<file path="src/rtl/serial_subtractor_pkg.sv">
// Shared types and constants for the bit-serial subtractor.
// Build option: SERIAL_SUBTRACTOR_OVERFLOW_EN adds the signed overflow output.
package serial_subtractor_pkg;

    localparam int WIDTH_MIN = 2;
    localparam int WIDTH_MAX = 32;

    typedef logic [1:0] state_t;

    localparam state_t IDLE  = 2'd0;
    localparam state_t SHIFT = 2'd1;
    localparam state_t DONE  = 2'd2;

endpackage

</file>
<file path="src/rtl/serial_subtractor_full_subtractor.sv">
// One-bit combinational full subtractor used as the serial bit cell.
// Computes a - b - borrow_in for a single bit position.
module full_subtractor (
    input  logic a,
    input  logic b,
    input  logic borrow_in,
    output logic diff,
    output logic borrow_out
);

    logic w_x;

    assign w_x        = a ^ b;
    assign diff       = w_x ^ borrow_in;
    assign borrow_out = (~a & b) | (~w_x & borrow_in);

endmodule

</file>
<file path="src/rtl/serial_subtractor.sv">
// Bit-serial subtractor: LSB first, one bit per clock, valid/ready on both sides.
// Build option: SERIAL_SUBTRACTOR_OVERFLOW_EN adds port overflow.
module serial_subtractor
    import serial_subtractor_pkg::*;
#(
    parameter int WIDTH = 4
) (
    input  logic             clk,
    input  logic             rst_n,
    input  logic             in_valid,
    output logic             in_ready,
    input  logic [WIDTH-1:0] a,
    input  logic [WIDTH-1:0] b,
    input  logic             borrow_in,
    output logic             out_valid,
    input  logic             out_ready,
    output logic [WIDTH-1:0] diff,
`ifdef SERIAL_SUBTRACTOR_OVERFLOW_EN
    output logic             borrow_out,
    output logic             overflow
`else
    output logic             borrow_out
`endif
);

    localparam int CNT_W = (WIDTH > 2) ? $clog2(WIDTH) : 1;
    localparam logic [CNT_W-1:0] LAST = CNT_W'(WIDTH - 1);

    generate
        if (WIDTH < WIDTH_MIN || WIDTH > WIDTH_MAX) begin : g_bad_width
            $error("serial_subtractor: WIDTH out of range");
        end
    endgenerate

    state_t           r_state;
    logic [WIDTH-1:0] r_a;
    logic [WIDTH-1:0] r_b;
    logic [WIDTH-1:0] r_diff;
    logic [CNT_W-1:0] r_cnt;
    logic             r_br;
    logic             r_bout;
    logic             w_d;
    logic             w_br;

    full_subtractor u_cell (
        .a          (r_a[0]),
        .b          (r_b[0]),
        .borrow_in  (r_br),
        .diff       (w_d),
        .borrow_out (w_br)
    );

    always_ff @(posedge clk or negedge rst_n) begin
        if (!rst_n) begin
            r_state <= IDLE;
            r_a     <= '0;
            r_b     <= '0;
            r_diff  <= '0;
            r_cnt   <= '0;
            r_br    <= 1'b0;
            r_bout  <= 1'b0;
        end else begin
            case (r_state)
                IDLE: begin
                    if (in_valid) begin
                        r_a     <= a;
                        r_b     <= b;
                        r_br    <= borrow_in;
                        r_cnt   <= '0;
                        r_state <= SHIFT;
                    end
                end
                SHIFT: begin
                    r_a    <= r_a >> 1;
                    r_b    <= r_b >> 1;
                    r_diff <= {w_d, r_diff[WIDTH-1:1]};
                    r_br   <= w_br;
                    r_cnt  <= r_cnt + 1'b1;
                    if (r_cnt == LAST) begin
                        r_bout  <= w_br;
                        r_state <= DONE;
                    end
                end
                DONE: begin
                    if (out_ready) begin
                        r_state <= IDLE;
                    end
                end
                default: r_state <= IDLE;
            endcase
        end
    end

`ifdef SERIAL_SUBTRACTOR_OVERFLOW_EN
    // Operand sign bits are shifted out, so keep copies for the final check.
    logic r_a_msb;
    logic r_b_msb;
    logic r_ovf;

    always_ff @(posedge clk or negedge rst_n) begin
        if (!rst_n) begin
            r_a_msb <= 1'b0;
            r_b_msb <= 1'b0;
            r_ovf   <= 1'b0;
        end else if (r_state == IDLE && in_valid) begin
            r_a_msb <= a[WIDTH-1];
            r_b_msb <= b[WIDTH-1];
        end else if (r_state == SHIFT && r_cnt == LAST) begin
            r_ovf <= (r_a_msb ^ r_b_msb) & (w_d ^ r_a_msb);
        end
    end

    assign overflow = r_ovf;
`endif

    assign in_ready   = (r_state == IDLE);
    assign out_valid  = (r_state == DONE);
    assign diff       = r_diff;
    assign borrow_out = r_bout;

endmodule
</file>
<file path="config.mk">
export PLATFORM = sky130hd
export DESIGN_NAME = serial_subtractor
export DESIGN_NICKNAME = d
export VERILOG_FILES = /design/src/rtl/serial_subtractor_pkg.sv /design/src/rtl/serial_subtractor_full_subtractor.sv /design/src/rtl/serial_subtractor.sv
export SDC_FILE = /design/constraint.sdc
export NUM_CORES = 1
export LEC_CHECK = 0
export CAP_MARGIN = 20
export CELL_PAD_IN_SITES_DETAIL_PLACEMENT = 0
export CELL_PAD_IN_SITES_GLOBAL_PLACEMENT = 2
export CORE_MARGIN = 4
export CORE_UTILIZATION = 32
export DETAILED_ROUTE_END_ITERATION = 7
export PLACE_DENSITY_LB_ADDON = 0.1
export SKIP_LAST_GASP = 1
export SLEW_MARGIN = 5
export SYNTH_ARGS = -nofsm -noshare
export SYNTH_HDL_FRONTEND = slang
export SYNTH_SLANG_ARGS = --single-unit
</file>
<file path="constraint.sdc">
create_clock -name clk -period 3.85 [get_ports clk]
set_input_delay 1.155 -clock clk [delete_from_list [all_inputs] [get_ports clk]]
set_output_delay 1.155 -clock clk [all_outputs]
set_load 0.03 [all_outputs]
</file>
==> results.sh, run 1 <==
export IMPL_synthToLayoutAreaGrowth_pct=27.4
export IMPL_hold_buffers=0
export IMPL_wire_per_inst_um=14.3
export IMPL_dr_pass1_iters=4
export IMPL_coreArea_um2=2480
export IMPL_clock_skew_final_ps=5.22
export IMPL_drt_initial_drc_count=4
export IMPL_r2r_end="diff[3]$_DFFE_PN0P_"
export IMPL_ir_drop_uv=445
export IMPL_yosysSeqAreaShare_pct=53.9
export IMPL_tightestPinTransition_ps=802
export IMPL_root_buffer="clkbuf_4"
export IMPL_cp_arrival_ps=1870
export IMPL_hold_ws_ps=502
export IMPL_first_global_vias=651
export IMPL_die_x_um=59.1
export IMPL_rows=18
export IMPL_rsz0062_at_grt="no"
export IMPL_cts_htree_levels=1
export IMPL_vias=648
export IMPL_fp_dieArea_um2=3490
export IMPL_switching_share_pct=40.6
export IMPL_finalCritPeriodShare_pct=78.5
export IMPL_status="finished, final reports clean"
export IMPL_ant_nets=0
export IMPL_min_path_type="register to register"
export IMPL_die_y_um=59.1
export IMPL_grt_max_degree=19
export IMPL_worst_r2r_startpoint="r_state[1]$_DFFE_PN0P_"
export IMPL_crit_type="register to output pin"
export IMPL_post_cts_buffers=0
export IMPL_gp_congestion=0.699
export IMPL_cts_resized=0
export IMPL_required_ps=2690
export IMPL_cts_tree="yes"
export IMPL_antennaDiodeCount=0
export IMPL_finalNetCount=111
export IMPL_gr_total_overflow=0
export IMPL_power_net_switching_mw=0.374
export IMPL_avgSynthCellArea_um2=11.0
export IMPL_drv_cap=0
export IMPL_p_clk_share_pct=12.8
export IMPL_drive_above_1_share_pct=10.5
export IMPL_rr_worst_depth=2
export IMPL_p_comb_share_pct=47.1
export IMPL_tns_ps=0
export IMPL_synth_cell_area_um2=836
export IMPL_p_per_area_nw_per_um2=865
export IMPL_synth_top_area_share_pct=53.9
export IMPL_leakage_nw=0.441
export IMPL_ys_seq_elements=18
export IMPL_fmax_mhz=331
export IMPL_insertion_delay_ps=290
export IMPL_syn_num_nets=91
export IMPL_cp_end_kind="output pin"
export IMPL_drv_slew=0
export IMPL_setup_viol=0
export IMPL_utilization_pct=43.0
export IMPL_final_hold_violation_count=0
export IMPL_clkSinkCount=18
export IMPL_ctsLongestPathBuffers=2
export IMPL_rrSetupSlack_ps=2550
export IMPL_crit_end="out_valid"
export IMPL_cts_inserted_buffers=3
export IMPL_start_kind="register"
export IMPL_ys_warn_count=0
export IMPL_pwr_share_seq_pct=40.0
export IMPL_drc=0
export IMPL_clk_pin_slew_worst_paths_ps=110
export IMPL_crit_start="r_state[1]$_DFFE_PN0P_"
export IMPL_track_usage_pct=11.3
export IMPL_via_per_inst=5.18
export IMPL_antenna_found_initial=0
export IMPL_synthDistinctLibCells=23
export IMPL_fin_crit_ps=3020
export IMPL_p_int_mw=0.547
export IMPL_wl_mm=1.79
export IMPL_path_max_fanout=13
export IMPL_synth_area_leaders="dfrtp_1, o22ai_1, o21ai_0"
export IMPL_dpl_hpwl_mm=1.28
export IMPL_grt_pass1_wl_mm=2.99
export IMPL_initial_core_util_pct=33.7
export IMPL_port_buffers=19
export IMPL_synth_largest_area_cell="dfrtp_1"
export IMPL_syn_inst=76
export IMPL_num_io_pins=20
export IMPL_max_slew_margin_pct=46.3
## cell type report
class / count / area (µm²)
multi-input combinational: 49 / 332
fill: 272 / 1410
tap: 30 / 37.5
timing repair buffer: 19 / 190
clock buffer: 4 / 36.3
inverter: 5 / 18.8
sequential: 18 / 450
## power by group through the flow
stage,sequential [mW],combinational (mW),clock [mW]
3_5_place_dp,0.374,0.441,0
4_1_cts,0.370,0.442,0.122
5_1_grt,0.384,0.485,0.129
2_1_floorplan,0.391,0.300,0
6_report,0.369,0.434,0.118
3_3_place_gp,0.374,0.434,0
## through the flow
step | power (mW) | worst slack (ps) | area (µm²) | std cells
after detailed placement | 0.816 | 1180 | 1030 | 121
after floorplan | 0.692 | 1680 | 836 | 76
after CTS | 0.934 | 827 | 1060 | 125
after global placement | 0.807 | 1180 | 1030 | 121
after global routing | 0.998 | 700 | 1060 | 125
final | 0.921 | 828 | 1060 | 125
## kinds of logic (layout without fill, tap and decap cells)
logic type | Yosys count | after routing | synth area share, %
AOI/OAI and AO/OA | 31 | 31 | 21.3
DFF | 18 | 18 | 53.9
and+or+nand+nor | 12 | 12 | 8.68
buffers and inverters | 9 | 28 | 6.44
muxes | 4 | 4 | 5.84
adders and majority gates | 2 | 2 | 3.89
## placed cells by master, fill, tap and decap left out
cell / Yosys / final
a21oi_1: 7 / 7
clkbuf_4: 0 / 3
o211ai_1: 1 / 1
clkbuf_8: 0 / 1
nor2_2: 1 / 1
nand3b_1: 1 / 1
nor2b_1: 1 / 1
nand2b_1: 1 / 1
o22ai_1: 12 / 12
mux2_4: 1 / 1
ha_1: 1 / 1
dfrtp_1: 18 / 18
inv_1: 5 / 5
nor2_1: 2 / 2
nand2b_4: 1 / 1
nor4bb_1: 1 / 1
mux2_2: 3 / 3
a211oi_1: 1 / 1
fa_1: 1 / 1
o21ai_0: 9 / 9
clkdlybuf4s50_1: 0 / 19
o31ai_1: 1 / 1
nand2_1: 4 / 4
## Yosys cell counts
library cell / instances
nand3b_1: 1
dfrtp_1: 18
ha_1: 1
o211ai_1: 1
mux2_4: 1
nor2b_1: 1
o31ai_1: 1
buf_2: 1
nand2_1: 4
a21oi_1: 7
o21ai_0: 9
inv_1: 5
mux2_2: 3
a211oi_1: 1
nand2b_1: 1
buf_6: 2
nor4bb_1: 1
nor2_1: 2
buf_4: 1
nand2b_4: 1
o22ai_1: 12
nor2_2: 1
fa_1: 1
## critical path, cell delays in order (launching register included)
cell	delay, ps
dfrtp_1	550
inv_1	220
nor2_1	130
clkdlybuf4s50_1	680
## flip-flops by register name, summed over array words and instances, names as in the netlist
register and cells:
r_a 4, r_br 1, r_cnt 2, r_b 4, borrow_out 1, diff 4, r_state 2
## how the worst min path moves through the flow
stage / endpoint / depth (start not counted) / from / slack (ps)
2_1_floorplan: r_cnt[0]$_DFFE_PN0P_ / 1 / r_cnt[0]$_DFFE_PN0P_ / 460
3_5_place_dp: borrow_out$_DFFE_PN0P_ / 2 / borrow_out$_DFFE_PN0P_ / 480
6_report: borrow_out$_DFFE_PN0P_ / 2 / borrow_out$_DFFE_PN0P_ / 500
5_1_grt: borrow_out$_DFFE_PN0P_ / 2 / borrow_out$_DFFE_PN0P_ / 530
4_1_cts: borrow_out$_DFFE_PN0P_ / 2 / borrow_out$_DFFE_PN0P_ / 510
3_3_place_gp: borrow_out$_DFFE_PN0P_ / 2 / borrow_out$_DFFE_PN0P_ / 470
## metal layers
metal  track usage, %  share of wire [%]
met5                0                  0
met4             1.94               0.84
met3             4.58                7.6
met2             17.2                 42
met1             15.3                 49
(Power assumes the default switching activity.)
==> run 2: changes to the inputs <==
Settings changed: CORE_UTILIZATION 32 to 27.
Clock period 3.85 ns to 2.45 ns, I/O delays scaled along.
==> run 2 against run 1 <==
  * Cell count grew 4.0%
  * Sequential power rose by 55%
  * Combinational power increased by 64%
  * Largest power group unchanged
==> results.sh, run 2 (synthesis gave the netlist of run 1 again) <==
export IMPL_status="finished, final reports clean"
export IMPL_min_path_type="register to register"
export IMPL_die_x_um=63.6
export IMPL_drv_slew=0
export IMPL_gr_total_overflow=0
export IMPL_setup_viol=0
export IMPL_dr_pass1_iters=4
export IMPL_start_kind="register"
export IMPL_ff_latch_area_um2=450
export IMPL_clkSinkCount=18
export IMPL_vias=671
export IMPL_finalNetCount=115
export IMPL_path_delay_family="buffers and inverters"
export IMPL_drc=0
export IMPL_track_usage_pct=10.7
export IMPL_hold_buffers=0
export IMPL_leakage_nw=0.492
export IMPL_antennaDiodeCount=0
export IMPL_cts_inserted_buffers=3
export IMPL_wl_mm=1.88
export IMPL_coreArea_um2=2850
export IMPL_gp_congestion=0.713
export IMPL_final_common_cell="dfrtp_1"
export IMPL_grt_max_degree=19
export IMPL_drive_above_1_share_pct=14.1
export IMPL_die_y_um=63.6
export IMPL_cp_arrival_ps=1350
export IMPL_fmax_mhz=479
export IMPL_rrSetupSlack_ps=1100
export IMPL_multiInputGateArea_um2=332
export IMPL_worstPathCellList="clkdlybuf4s50_1"
export IMPL_rows=19
export IMPL_drv_cap=0
export IMPL_dpl_hpwl_mm=1.33
export IMPL_drt_initial_drc_count=35
export IMPL_nFillCells=277
export IMPL_cts_htree_levels=1
export IMPL_clock_skew_final_ps=4.49
export IMPL_p_per_area_nw_per_um2=1340
export IMPL_path_buf_inv=1
export IMPL_initial_core_util_pct=29.3
export IMPL_tightestPinTransition_ps=410
export IMPL_ctsLongestPathBuffers=2
export IMPL_path_max_fanout=3
export IMPL_max_slew_margin_pct=72.7
export IMPL_insertion_delay_ps=300
export IMPL_cp_slowest_stage_delay_ps=670
export IMPL_root_buffer="clkbuf_4"
export IMPL_cp_end_kind="output pin"
export IMPL_required_ps=1710
export IMPL_wire_per_inst_um=14.5
export IMPL_ant_nets=0
export IMPL_rsz0062_at_grt="no"
export IMPL_tns_ps=0
export IMPL_finalCritPeriodShare_pct=85.2
export IMPL_first_global_vias=682
export IMPL_crit_slowest_cell="clkdlybuf4s50_1"
export IMPL_grt_pass1_wl_mm=3.33
export IMPL_ir_drop_uv=533
export IMPL_crit_type="register to output pin"
export IMPL_via_per_inst=5.16
export IMPL_final_hold_violation_count=0
export IMPL_fp_dieArea_um2=4050
export IMPL_synthToLayoutAreaGrowth_pct=31.7
export IMPL_clk_pin_slew_worst_paths_ps=110
export IMPL_fin_crit_ps=2090
export IMPL_post_cts_buffers=0
export IMPL_port_buffers=19
export IMPL_num_io_pins=20
export IMPL_mostFrequentLayoutCells="dfrtp_1, clkdlybuf4s50_1, o22ai_1, o21ai_0, a21oi_1"
export IMPL_utilization_pct=38.6
export IMPL_antenna_found_initial=0
export IMPL_cts_tree="yes"
## run 2: changes by cell type in the layout (fill, tap and decap cells not counted), sizes merged
cell	change
buf	+4
clkdlybuf4s50	-2
dlymetal6s2s	+2
## run 2: final timing paths
check,from,end,cells past startpoint
min in group asynchronous,rst_n,diff[1]$_DFFE_PN0P_,2
max in group asynchronous,rst_n,r_b[3]$_DFFE_PN0P_,2
hold / removal,borrow_out$_DFFE_PN0P_,borrow_out$_DFFE_PN0P_,2
hold reg to reg,borrow_out$_DFFE_PN0P_,borrow_out$_DFFE_PN0P_,2
setup / recovery,diff[1]$_DFFE_PN0P_,diff[1],1
setup reg to reg,r_state[1]$_DFFE_PN0P_,diff[0]$_DFFE_PN0P_,3
## run 2: per-layer routing
metal	track usage [%]	vias to the layer above	share of wire (%)
met5	0	-	0
met4	3.23	0	1.0
met3	4.97	2	7.1
met2	14.9	20	42
met1	14.7	325	50
li1	-	324	-
## run 2: final cells by class
type / instances / area share (%)
clock buffer: 4 / 3.30
inverter: 5 / 1.70
multi-input combinational: 49 / 30.1
sequential: 18 / 40.9
tap: 31 / 3.52
timing repair buffer: 23 / 20.5
## run 2: metrics by stage
stage / setup slack (ps) / cells / area [µm²] / total power, mW / hold slack, ps
global route: 301 / 130 / 1100 / 1.60 / 527
floorplan: 699 / 76 / 836 / 1.09 / 439
detailed placement: 373 / 126 / 1060 / 1.30 / 489
CTS: 25.4 / 130 / 1100 / 1.49 / 511
finish: 363 / 130 / 1100 / 1.47 / 503
global placement: 381 / 126 / 1060 / 1.30 / 468
## run 2: where the power goes
group	leakage (nW)	switching, mW	total (mW)	internal, mW
Sequential	0.218	0.129	0.573	0.444
Combinational	0.252	0.369	0.712	0.342
Clock	0.0210	0.0975	0.188	0.0906
Total	0.492	0.595	1.47	0.877
## run 2: timing repair
item / 4_1_cts / 5_1_grt
gates resized for setup: 0 / 2
hold endpoints to repair: 0 / 0
setup endpoints to repair: 0 / 2
